$ cat src/rtl/wrr_pkg.sv
// Shared channel codes, channel count and FSM states for the weighted round-robin scheduler.
package wrr_pkg;

  localparam int NUM_VCH = 4;

  localparam logic [1:0] VCHANEL0 = 2'b00;
  localparam logic [1:0] VCHANEL1 = 2'b01;
  localparam logic [1:0] VCHANEL2 = 2'b10;
  localparam logic [1:0] VCHANEL3 = 2'b11;

  typedef enum logic {
    IDLE  = 1'b0,
    SERVE = 1'b1
  } state_t;

endpackage

$ cat src/rtl/wrr_next_channel.sv
// Rotating-priority search: first eligible channel in order cur+1, cur+2, cur+3, cur.
// Purely combinational, no backpressure.
module wrr_next_channel
  import wrr_pkg::*;
(
  input  logic [1:0]         cur,
  input  logic [NUM_VCH-1:0] elig,
  output logic               found,
  output logic [1:0]         idx
);

  logic [1:0] cand;

  // Walk from the lowest priority down so the highest-priority hit is the last write.
  always_comb begin
    found = 1'b0;
    idx   = cur;
    cand  = cur;
    for (int k = NUM_VCH; k >= 1; k--) begin
      cand = cur + 2'(k);
      if (elig[cand]) begin
        found = 1'b1;
        idx   = cand;
      end
    end
  end

endmodule

$ cat src/rtl/wrr_scheduler.sv
// Weighted round-robin VC scheduler: combinational pop, select/valid registered one cycle later.
// enb or ready_in low suppresses pops and freezes all scheduling state.
module wrr_scheduler
  import wrr_pkg::*;
#(
  parameter int WEIGHT_WIDTH = 3
) (
  input  logic                    clk,
  input  logic                    rst,
  input  logic                    enb,
  input  logic                    ready_in,
  input  logic                    empty_vchanel0,
  input  logic                    empty_vchanel1,
  input  logic                    empty_vchanel2,
  input  logic                    empty_vchanel3,
  input  logic [WEIGHT_WIDTH-1:0] weight0,
  input  logic [WEIGHT_WIDTH-1:0] weight1,
  input  logic [WEIGHT_WIDTH-1:0] weight2,
  input  logic [WEIGHT_WIDTH-1:0] weight3,
  output logic                    pop_vchanel0,
  output logic                    pop_vchanel1,
  output logic                    pop_vchanel2,
  output logic                    pop_vchanel3,
  output logic [1:0]              arbiter,
  output logic                    valid_out
);

  logic [NUM_VCH-1:0]      empty, elig, pop;
  logic [WEIGHT_WIDTH-1:0] weight [NUM_VCH];
  logic [WEIGHT_WIDTH-1:0] credit, burst_w;
  logic [1:0]              cur, g, nxt_idx;
  logic                    nxt_found, go, cont, take, grant;
  state_t                  state;

  assign empty = {empty_vchanel3, empty_vchanel2, empty_vchanel1, empty_vchanel0};
  assign weight[0] = weight0;
  assign weight[1] = weight1;
  assign weight[2] = weight2;
  assign weight[3] = weight3;

  always_comb begin
    for (int n = 0; n < NUM_VCH; n++) begin
      elig[n] = ~empty[n] & (|weight[n]);
    end
  end

  wrr_next_channel u_next (
    .cur   (cur),
    .elig  (elig),
    .found (nxt_found),
    .idx   (nxt_idx)
  );

  assign go    = enb & ready_in;
  assign cont  = (state == SERVE) & elig[cur] & (credit < burst_w);
  assign take  = cont | nxt_found;
  assign g     = cont ? cur : nxt_idx;
  // Gated by rst so pops drop the instant reset asserts, before any edge.
  assign grant = go & take & rst;

  always_comb begin
    pop = '0;
    if (grant) pop[g] = 1'b1;
  end

  assign {pop_vchanel3, pop_vchanel2, pop_vchanel1, pop_vchanel0} = pop;

  always_ff @(posedge clk or negedge rst) begin
    if (!rst) begin
      state     <= IDLE;
      cur       <= VCHANEL3;
      credit    <= '0;
      burst_w   <= '0;
      arbiter   <= VCHANEL0;
      valid_out <= 1'b0;
    end else if (go && take) begin
      state     <= SERVE;
      arbiter   <= g;
      valid_out <= 1'b1;
      if (cont) begin
        credit <= credit + 1'b1;
      end else begin
        cur     <= nxt_idx;
        credit  <= WEIGHT_WIDTH'(1);
        burst_w <= weight[nxt_idx];
      end
    end else if (go) begin
      state     <= IDLE;
      credit    <= '0;
      valid_out <= 1'b0;
    end else begin
      valid_out <= 1'b0;
    end
  end

endmodule

$ cat config.mk
export PLATFORM = sky130hd
export DESIGN_NAME = wrr_scheduler
export DESIGN_NICKNAME = d
export VERILOG_FILES = /design/src/rtl/wrr_pkg.sv /design/src/rtl/wrr_next_channel.sv /design/src/rtl/wrr_scheduler.sv
export SDC_FILE = /design/constraint.sdc
export NUM_CORES = 1
export LEC_CHECK = 0
export ABC_AREA = 0
export CORE_UTILIZATION = 49
export DETAILED_ROUTE_END_ITERATION = 8
export DONT_BUFFER_PORTS = 1
export PLACE_DENSITY = 0.71
export REMOVE_ABC_BUFFERS = 1
export SYNTH_ARGS = -nofsm -noshare
export SYNTH_HDL_FRONTEND = slang
export SYNTH_SLANG_ARGS = --single-unit
$ cat constraint.sdc
create_clock -name clk -period 3.4 [get_ports clk]
set_clock_uncertainty 0.1 [all_clocks]
set_input_delay 0.68 -clock clk [delete_from_list [all_inputs] [get_ports clk]]
set_output_delay 0.68 -clock clk [all_outputs]
set_load 0.03 [all_outputs]
==> results by group <==
Critical path
  – CP max stage delay: a little under 0.5 ns
  – Critical path cell sequence: nor3_2, nor2_1, mux4_2, nor2b_4, mux2i_4, nor4b_1, buf_4
  – Cell with the largest stage delay on the worst path: mux4_2
  – Worst R2R Path Depth: 4
  – Top delay family on crit path: simple AND/OR/NAND/NOR gates
  – CP Max Fanout: 10
  – Worst reg-to-reg setup slack: between 1 and 1.5 ns
  – R2r startpoint: cur[0]
  – Source of the critical timing path: weight2[1]
  – Capture point of the worst reg-to-reg path: burst_w[0]
  – Sum of buffers and inverters on the critical path: 1
  – CP Launch Type: input pin
  – Crit path arrival time: approximately 2.5 ns
  – Crit path depth: 7
  – Critical Setup Path Class: input pin to output port
  – Worst setup path endpoint: pop_vchanel3
  – CP required: 2.62 ns
  – Critical path endpoint category: output port

Synthesis
  – Largest family of logic cells by synthesized area: simple AND/OR/NAND/NOR gates
  – Synth Area in Adders: 0.0393
  – Top cells by area, synth: dfrtp_1 (26%), mux2i_1 (6.3%), dfstp_2 (5.5%), nand2_1 (4.3%), o21ai_0 (4.2%)
  – Synth unique cells: 43
  – Top_reg_cell synth: dfrtp_1
  – XOR/XNOR share of the synthesized area: 0
  – Yosys reg bits: 12
  – Synth Instances: 99
  – Top cell type's share of synthesized area: 0.262
  – Mapped Area: between 900 and 1000 sq um
  – EDFF count, synth: 0
  – Asr flop ratio synth: 1.00
  – Post-synthesis mux area share: 0.124
  – Sequential fraction of the synthesis area: 0.317
  – Synth Area per Inst: approximately 9.7 sq um
  – Synth area leader: dfrtp_1
  – Synth Area in Compound Gates: 0.232
  – Synth warnings: 0
  – Simple-gate area share of the yosys netlist: 0.237

Clock network
  – CTS tree: done
  – TritonCTS Sinks: 12
  – Worst-Skew Late Latency: 0.26 ns
  – Postcts setup bufs: 0
  – CTS clk-pin slew, worst paths: 0.07 ns
  – H-tree depth: 1
  – Clock root cell: clkbuf_4
  – Inserted Clock Buffers: 3
  – CTS Buffer Depth: 2

Die
  – Die H: roughly 46 um
  – Number of top-level pins: 27
  – Num rows: 15
  – Core area: roughly 1800 sq um
  – Chip width: around 46 um
  – Initial Util: 0.536
  – Die ar.: approximately 2100 sq um

Power
  – Total chip power: 803 uW
  – Power Density: approximately 750 nW/um^2
  – Lkg Pwr: between 0.0004 and 0.0005 uW
  – Peak supply drop: 571 uV

Flow run
  – Max-cap violations: 0

Placement
  – Placed insts: between 100 and 150
  – PortBufs: 0
  – DPL Wire Length: approximately 1600 um
  – Final GP Congestion: about 0.86
  – Post-place setup slack: 0.211 ns

Final layout
  – Area of the multi-input gates: 622 sq um
  – Area delta synth->final: 12.2%
  – Filler cells: roughly 160
  – Layout cells sized above 1: 0.267
  – Sequential cell area: approximately 300 sq um
  – Ant. Diodes: 0
  – Non-filler cells, final: 130
  – Nets: ~130

STA
  – Rel. slew slack: 0.694
  – Pin slew with the least headroom to its limit: approximately 0.46 ns
  – Final Worst Setup Slack: roughly 0.13 ns
  – Max frequency: a little over 300 MHz
  – Hold Fails Final Rpt: 0
  – Tcrit/Tclk final: 0.961
  – WHS: about 0.16 ns
  – Final slew viol count: 0
  – Crit path time final: approximately 3.3 ns
  – Final setup fails: 0
  – RSZ-0062 raised after global routing: false

Routing
  – Vias per std cell: 6.15
  – Final wirelength: approximately 2100 um
  – DR vias: ~800
  – Post-DR wirelength/cell: 16.1 um
  – DR pass1 iterations: 5
  – DRC Markers: 0
  – Routed Antenna Nets: 0
  – DR iter-0 viols: 17

Global route
  – Initial antenna violation count: 0
  – First-pass GRT wire length: between 3000 and 4000 um
  – Overflow after GRT: 0
  – Vias in the first global route: around 770
  – Largest net degree at the start of global routing: 13
  – GRT Util Overall: 0.216

Min path
  – Worst hold path class: input pin to asynchronous set/reset pin

Outcome
  – Outcome: finished clean
[per-layer routing]
layer  routed length [um]  GRT usage  part of all wire  up-vias
li1                     -          -                 -      389
met1                  847      0.304              0.40      368
met2                 1090      0.344              0.52       40
met3                  160     0.0157             0.076        2
met4                    4     0.0824            0.0019        0
met5                    0          0                 0        -
[cell families after synthesis]
family / count (synthesis)
muxes: 10
DFF: 12
AOI/OAI and AO/OA: 29
and+or+nand+nor: 34
buffers and inverters: 11
adders and majority gates: 3
[through the flow]
step                utilization  instance area [sq um]  TNS, ns
floorplan                     -                    930   -0.329
global placement          0.560                    998        0
detailed placement        0.560                    998        0
CTS                       0.586                   1040        0
global route              0.601                   1070        0
finish                    0.601                   1070        0
[worst min path at each step]
stage / startpoint / end / slack [ns] / cells after the start
after global placement: rst / credit[0] / 0.28 / 0
after floorplan: rst / arbiter[0] / 0.28 / 0
after detailed placement: rst / credit[0] / 0.28 / 0
final: rst / cur[1] / 0.16 / 0
after CTS: rst / arbiter[1] / 0.003 / 0
after global routing: rst / cur[1] / 0.14 / 0
[report_power, final]
part           switching (uW)  internal [uW]  leakage, uW
sequential               92.9            204     0.000146
combinational             206            193     0.000278
clock                    41.2           64.9    0.0000210
total                     340            463     0.000445
[repair_timing]
action	in CTS	in global routing
setup endpoints to repair	0	2
hold buffers	1	1
gates resized for setup	0	3
hold endpoints to repair	5	5
[placed cells by master, fill, tap and decap left out, types with 3 or more instances in the layout]
| cell type | Yosys | layout |
|---|---|---|
| nand2_1 | 11 | 11 |
| dfrtp_1 | 10 | 10 |
| o21ai_0 | 8 | 8 |
| inv_1 | 6 | 6 |
| mux2i_1 | 6 | 6 |
| buf_4 | 0 | 5 |
| nor3_2 | 3 | 3 |
| nor3_1 | 3 | 3 |
| o221ai_1 | 3 | 3 |
| ha_1 | 3 | 3 |
| clkbuf_4 | 0 | 3 |
[state kept, by name (all words and copies together) (netlist names)]
| name | cells |
|---|---|
| burst_w | 3 |
| credit | 3 |
| arbiter | 2 |
| cur | 2 |
| state | 1 |
| valid_out | 1 |
[cells in the mapped netlist (all sizes together), types with 2 or more instances]
cell type  number
inv             6
nor2b           2
a22o            2
nor4            2
mux2            2
clkbuf          4
mux2i           7
a21o            2
nor4b           2
nor3            7
a21oi           2
o21ai           8
o22ai           2
nor2            4
dfrtp          10
nand2          11
o221ai          3
ha              3
dfstp           2
[cell type report]
cell class	instances	area share
sequential	12	0.282
inverter	6	0.0210
multi-input combinational	76	0.580
tap	25	0.0292
clock buffer	4	0.0338
timing repair buffer	7	0.0537
Note: power is estimated with default switching activity, not from simulation.
